==> src/rtl/perlane_descrambler_pkg.sv <==
// Shared PCS constants and the per-lane x^58+x^39+1 descramble function.
// Same lane count, width and taps as the TX scrambler.
package perlane_descrambler_pkg;

  localparam int LANES  = 4;
  localparam int LANE_W = 64;
  localparam int TAP_A  = 39;
  localparam int TAP_B  = 58;
  localparam int HIST_W = 58;
  localparam int BUS_W  = LANES * LANE_W;
  localparam int CNT_W  = 4;

  typedef logic [LANE_W-1:0] lane_t;
  typedef logic [HIST_W-1:0] hist_t;

  // e = {new word, history}; each output bit
  // folds in the bits 39 and 58 positions older.
  function automatic lane_t descramble(
    input lane_t din,
    input hist_t hist
  );
    logic [LANE_W+HIST_W-1:0] e;
    lane_t d;
    e = {din, hist};
    for (int i = 0; i < LANE_W; i++) begin
      d[i] = e[TAP_B+i]
           ^ e[TAP_B-TAP_A+i]
           ^ e[i];
    end
    return d;
  endfunction

endpackage

==> src/rtl/perlane_descrambler_if.sv <==
// Data/enable bundle of perlane_descrambler.
// master drives in_*, slave (the block) drives out_*.
interface perlane_descrambler_if;
  import perlane_descrambler_pkg::*;

  logic             in_enable;
  logic [BUS_W-1:0] in_rxdata;
  logic             in_rxdata_valid;
  logic [BUS_W-1:0] out_rxdata;
  logic             out_rxdata_valid;
  logic [LANES-1:0] out_locked;

  modport master (
    output in_enable,
    output in_rxdata,
    output in_rxdata_valid,
    input  out_rxdata,
    input  out_rxdata_valid,
    input  out_locked
  );

  modport slave (
    input  in_enable,
    input  in_rxdata,
    input  in_rxdata_valid,
    output out_rxdata,
    output out_rxdata_valid,
    output out_locked
  );

endinterface

==> src/rtl/perlane_descrambler_descrambler_64.sv <==
// One 64-bit lane: history, output register, lock counter.
// in_pop qualifies in_data; out_pop/out_locked are registered.
module descrambler_64
  import perlane_descrambler_pkg::*;
#(
  parameter int LOCK_WORDS = 2
) (
  input  logic  clk,
  input  logic  reset,
  input  logic  in_enable,
  input  logic  in_pop,
  input  lane_t in_data,
  output lane_t descrambled_result,
  output logic  out_pop,
  output logic  out_locked
);

  localparam logic [CNT_W-1:0] LOCK_CNT =
    CNT_W'(LOCK_WORDS);

  hist_t            hist;
  logic [CNT_W-1:0] cnt;
  logic [CNT_W-1:0] cnt_nxt;

  // Disable clears the count even on idle cycles.
  always_comb begin
    cnt_nxt = cnt;
    if (!in_enable) begin
      cnt_nxt = '0;
    end else if (in_pop && cnt != LOCK_CNT) begin
      cnt_nxt = cnt + 1'b1;
    end
  end

  always_ff @(posedge clk) begin
    if (reset) begin
      hist               <= '0;
      cnt                <= '0;
      descrambled_result <= '0;
      out_pop            <= 1'b0;
      out_locked         <= 1'b0;
    end else begin
      out_pop    <= in_pop;
      cnt        <= cnt_nxt;
      out_locked <= (cnt_nxt == LOCK_CNT);
      if (in_pop) begin
        // History tracks the wire in bypass too.
        hist <= in_data[LANE_W-1:LANE_W-HIST_W];
        descrambled_result <= in_enable
          ? descramble(in_data, hist)
          : in_data;
      end
    end
  end

endmodule

==> src/rtl/perlane_descrambler.sv <==
// Four independent 64b/66b lane descramblers, 1-cycle latency.
// Ports: clk, reset, bus (slave: in_* from lower, out_* to upper).
module perlane_descrambler
  import perlane_descrambler_pkg::*;
#(
  parameter int LOCK_WORDS = 2
) (
  input  logic                 clk,
  input  logic                 reset,
  perlane_descrambler_if.slave bus
);

  logic [LANES-1:0] pop;
  logic             unused_pops;

  for (genvar k = 0; k < LANES; k++) begin : g_lane
    descrambler_64 #(
      .LOCK_WORDS (LOCK_WORDS)
    ) u_lane (
      .clk                (clk),
      .reset              (reset),
      .in_enable          (bus.in_enable),
      .in_pop             (bus.in_rxdata_valid),
      .in_data            (bus.in_rxdata[k*LANE_W +: LANE_W]),
      .descrambled_result (bus.out_rxdata[k*LANE_W +: LANE_W]),
      .out_pop            (pop[k]),
      .out_locked         (bus.out_locked[k])
    );
  end

  // All lanes share one valid; lane 0 speaks for them.
  assign bus.out_rxdata_valid = pop[0];
  assign unused_pops = ^pop[LANES-1:1];

endmodule

==> src/flat_wrapper.sv <==
// flat-port wrapper written by rule: the top's interface ports become plain ports
module perlane_descrambler_flat import perlane_descrambler_pkg::*;
#(
  parameter int LOCK_WORDS = 2
)
  (clk, reset, bus_in_enable, bus_in_rxdata, bus_in_rxdata_valid, bus_out_rxdata, bus_out_rxdata_valid, bus_out_locked);
  perlane_descrambler_if bus_i ();
  input  logic clk;
  input  logic reset;
  input wire logic [$bits(bus_i.in_enable)-1:0] bus_in_enable;
  input wire logic [$bits(bus_i.in_rxdata)-1:0] bus_in_rxdata;
  input wire logic [$bits(bus_i.in_rxdata_valid)-1:0] bus_in_rxdata_valid;
  output wire logic [$bits(bus_i.out_rxdata)-1:0] bus_out_rxdata;
  output wire logic [$bits(bus_i.out_rxdata_valid)-1:0] bus_out_rxdata_valid;
  output wire logic [$bits(bus_i.out_locked)-1:0] bus_out_locked;
  assign bus_i.in_enable = bus_in_enable;
  assign bus_i.in_rxdata = bus_in_rxdata;
  assign bus_i.in_rxdata_valid = bus_in_rxdata_valid;
  assign bus_out_rxdata = bus_i.out_rxdata;
  assign bus_out_rxdata_valid = bus_i.out_rxdata_valid;
  assign bus_out_locked = bus_i.out_locked;
  perlane_descrambler #(.LOCK_WORDS(LOCK_WORDS)) u_core (.clk(clk), .reset(reset), .bus(bus_i));
endmodule
==> config.mk <==
export PLATFORM = sky130hd
export DESIGN_NAME = perlane_descrambler_flat
export DESIGN_NICKNAME = d
export VERILOG_FILES = /design/src/rtl/perlane_descrambler_pkg.sv /design/src/rtl/perlane_descrambler_if.sv /design/src/rtl/perlane_descrambler_descrambler_64.sv /design/src/rtl/perlane_descrambler.sv /design/src/flat_wrapper.sv
export SDC_FILE = /design/constraint.sdc
export NUM_CORES = 1
export LEC_CHECK = 0
export CAP_MARGIN = 20
export CELL_PAD_IN_SITES_DETAIL_PLACEMENT = 0
export CELL_PAD_IN_SITES_GLOBAL_PLACEMENT = 1
export CORE_MARGIN = 8
export CORE_UTILIZATION = 42
export DETAILED_ROUTE_END_ITERATION = 10
export GPL_TIMING_DRIVEN = 0
export PLACE_DENSITY_LB_ADDON = 0.15
export SYNTH_ARGS = -nofsm -noshare
export SYNTH_HDL_FRONTEND = slang
export SYNTH_SLANG_ARGS = --single-unit
==> constraint.sdc <==
create_clock -name clk -period 2.7 [get_ports clk]
set_clock_uncertainty 0.15 [all_clocks]
set_input_delay 0.54 -clock clk [delete_from_list [all_inputs] [get_ports clk]]
set_output_delay 0.54 -clock clk [all_outputs]
set_load 0.03 [all_outputs]
**Word level (Yosys, flattened, before mapping)**

Index checks and enable logic that the tools add are counted.

- Flip-flop bits (word level): 509
- Output and inout port bits: 261
- Logic and storage cells: 557

- $add $sub $neg: 4
- Eq/ne operators: 8
- Muxes and demuxes: 12
- Bitwise operators: 512
- Reduce and logical (&&, ||, !) cells: 4

Operator list:

| cell | count |
|---|---|
| $xor A1 B1 Y1 | 512 |
| $mux W64 | 4 |
| $mux W4 | 8 |
| $add A4 B1 Y4 const B | 4 |
| $eq A4 B2 Y1 const B | 4 |
| $ne A4 B2 Y1 const B | 4 |
| $logic_and A1 B1 Y1 | 4 |

**Depth between registers and ports, before layout**

- Depth in word-level cells: 5
- Gate-level depth with buffers: 6
- Gate-level depth less buffers: 6

**Modules after synthesis**

Synthesis repeated with hierarchy kept, for this count alone.

- Cells, all modules: 2521
- Area, all modules: 23349.9 µm²

By module, submodules not included:

| module | times used | cells each | area an instance (µm²) | sequential area each (µm²) |
|---|---|---|---|---|
| descrambler_64 at u_core.g_lane[1].u_lane ... | 3 | 630 | 5835.6 | 2562.5 |
| descrambler_64 at u_core.g_lane[0].u_lane | 1 | 631 | 5843.1 | 2562.5 |

**Worst setup path before layout**

OpenSTA, ideal clock, no wires.

- Kind: in2reg
- Start point: input bus_in_rxdata_valid
- End point: register u_core.g_lane[3].u_lane.hist[15]
- Data arrival time: 1.325 ns
- Required time: 2.422 ns
- Slack: 1.097 ns
- Stages on the path: 5
- Path through: buf_4 buf_2 clkbuf_4 mux2i_1 nor2_1

RTL lines:

| element | RTL line | source |
|---|---|---|
| start: declaration | flat_wrapper.sv:12 | `input wire logic [$bits(bus_i.in_rxdata_valid)-1:0] bus_in_rxdata_valid;` |
| end signal: assignment | perlane_descrambler_descrambler_64.sv:48 | `hist <= in_data[LANE_W-1:LANE_W-HIST_W];` |
| end: declaration | perlane_descrambler_descrambler_64.sv:21 | `hist_t hist;` |

**Final worst setup path**

- Start point: register u_core.g_lane[1].u_lane.out_locked
- End point: output bus_out_locked[1]

RTL lines:

| element | RTL line | source |
|---|---|---|
| start: declaration | perlane_descrambler_descrambler_64.sv:15 | `output logic out_locked` |
| start signal: assignment | perlane_descrambler_descrambler_64.sv:45 | `out_locked <= (cnt_nxt == LOCK_CNT);` |
| end: declaration | flat_wrapper.sv:15 | `output wire logic [$bits(bus_i.out_locked)-1:0] bus_out_locked;` |

No word-level cell between the ends.

==> out/metrics.yaml <==
status: "completed"
netlist.area_leader.share: 0.4214
grt_overflow: 0
gp_congestion: 0.8963
cts_made_buffers: 57
num_rows: 88
insertion_delay_ns: 0.62
wire_per_inst_um: 23.14
clock-sinks: 509
final_hold_viol_count: 0
fin_nets: 3356
h-tree-depth: 2
ioPinCount: 521
vdd.ir_drop.worst_v: 0.0005423
path_max_fanout: 1
vias: 19700
die_w_um: 256.0
syn2layout_area_growth_pct: 33.66
cp-endpoint: "bus_out_locked[1]"
die_height_um: 256.0
p_leak_nw: 13.67
path_clk_slew_ns: 0.06
die_area_mm2: 0.06551
antenna_violating_nets_post_route: 0
cp_data_required_time_ns: 2.01
globalRouteTotalUtil: 0.2638
synthTopCellsByArea: "dfxtp_1 (42%), xor2_1 (19%), mux2i_1 (9.7%)"
placeableCoreArea_mm2: 0.05737
cts_tree: "done"
synth_area_mm2: 0.02418
syn_inst: 2512
r2r.worst_path.cells: 6
portBuffers: 517
reg2reg_to: "u_core.g_lane[3].u_lane.out_locked"
wl_mm: 90.30
crit_path_start_kind: "flip-flop"
ctsHoldBuffers: 0
synth_warnings: 0
maxCapViolations: 0
start_util: 0.4216
antenna_found_initial: 7
rsz0062_at_grt: "no"
reg2reg_from: "u_core.g_lane[3].u_lane.cnt[0]"
drtIter0Drc: 956
dr.pass1.iters: 4
synth_fp_nets: 2780
r2r_setup_slack_ns: 0.98
setup_tns_ns: 0
synth_cell_types: 27
synth-seq-cells: 509
post_cts_resized: 0
critical_path.startpoint: "u_core.g_lane[1].u_lane.out_locked"
final_common_cell: "clkdlybuf4s50_1"
relSlewSlack: 0.3727
min_path_type: "in -> reg"
min_period_over_period: 0.9123
root_buffer: "clkbuf_16"
viasPerCell: 5.048
seq_area_frac_synth: 0.4214
grt_pass1_vias: 20610
power_density_mw_per_mm2: 653.0
drive_gt1_frac: 0.1292
setup_viol: 0
grt_max_degree: 15
slew_violations: 0
layout_common_cells: "clkdlybuf4s50_1 (517), xor2_1 (515), dfxtp_1 (509)"
drc_errors: 0
critPathKind: "reg -> out"
cts_setup_buffers: 0
tightestPinTransition_ns: 0.9409
synth_top_area_cell: "dfxtp_1"
syn_avg_cell_area_um2: 9.627
grt_first_pass_wirelength_mm: 133.1
period_needed_ns: 2.463
fmax_mhz: 406.0
clock_path_buffers: 3
final_util: 0.5634
dpl.hpwl_mm: 71.53
end_kind: "output pin"
cp_data_arrival_time_ns: 1.77
## cells by family after synthesis
| logic type | Yosys count | synth area share |
|---|---|---|
| buffers and inverters | 179 | 0.04387 |
| AO/OA/AOI/OAI | 270 | 0.1198 |
| XOR/XNOR | 520 | 0.1883 |
| AND/OR/NAND/NOR | 792 | 0.1257 |
| multiplexers | 234 | 0.09685 |
| flip-flops | 509 | 0.4214 |
| adder cells (fa/ha/maj) | 8 | 0.004139 |
## how the worst min path moves through the flow
| stage | cells after the start | start | endpoint | slack [ns] |
|---|---|---|---|---|
| after floorplan | 2 | u_core.g_lane[0].u_lane.cnt[1] | u_core.g_lane[0].u_lane.cnt[1] | 0.33 |
| after global placement | 2 | u_core.g_lane[0].u_lane.descrambled_result[21] | u_core.g_lane[0].u_lane.descrambled_result[21] | 0.33 |
| after detailed placement | 2 | u_core.g_lane[3].u_lane.descrambled_result[10] | u_core.g_lane[3].u_lane.descrambled_result[10] | 0.33 |
| after CTS | 4 | bus_in_rxdata_valid | u_core.g_lane[0].u_lane.cnt[1] | 0.26 |
| after global routing | 4 | bus_in_rxdata_valid | u_core.g_lane[0].u_lane.cnt[1] | 0.31 |
| final | 4 | bus_in_rxdata_valid | u_core.g_lane[0].u_lane.cnt[1] | 0.29 |
## flip-flops by register name (all words and copies together) (netlist names)
signal	count
u_core.g_lane.u_lane.descrambled_result	256
u_core.g_lane.u_lane.hist	232
u_core.g_lane.u_lane.cnt	16
u_core.g_lane.u_lane.out_locked	4
u_core.g_lane.u_lane.out_pop	1
## cell type report
type	count	area, µm²
Inverter	5	18.77
Buffer	174	1042
Antenna cell	3	7.507
Clock buffer	88	1785
Clock inverter	17	214.0
Multi-Input combinational cell	1824	12930
Tap cell	765	957.2
Sequential cell	509	10190
Fill cell	5234	25040
Timing Repair Buffer	517	5175
## metal layers
metal  track usage  share of wire
met3       0.05973          0.062
met1        0.3307           0.43
met5             0        0.00047
met4        0.1006          0.037
met2        0.4384           0.47
## per-stage QoR
step	setup slack, ns	power, mW	instances	hold WS (ns)	area [µm²]
detailed placement	0.2634	13.01	3794	0.3289	30320
finish	0.2367	21.11	3902	0.2904	32320
global placement	0.2993	12.98	3794	0.3259	30320
CTS	0.1915	21.27	3899	0.2599	32310
global route	0.1926	21.88	3901	0.3149	32320
floorplan	1.097	11.04	2512	0.3271	24180
## report_power, final
group / internal, mW / switching, mW
Clock: 4.99 / 3.25
Combinational: 1.82 / 2.53
Sequential: 8.05 / 0.450
Total: 14.9 / 6.24
## worst max-delay path, stage by stage, from the launching register on
cell	delay [ns]
dfxtp_1	0.32
buf_4	0.12
clkdlybuf4s50_1	0.72
## synth_stat cells
master and number:
xor2_1 515, dfxtp_1 509, nor2_1 501, nand2_1 265, mux2i_1 234, a211oi_2 177, a211oi_1 79, buf_2 71
buf_4 35, clkbuf_1 27, buf_6 22, buf_1 18, ha_1 8, a21oi_1 7, inv_1 5, nand2b_1 5
xnor2_1 5, and3_1 4, nand4_1 4, nor3b_1 4, o21ai_1 4, nor3_1 3, o2111a_1 3, or2_2 3
nor2b_1 2, and2_1 1, clkbuf_4 1
Power figures use the tool's default switching activity.
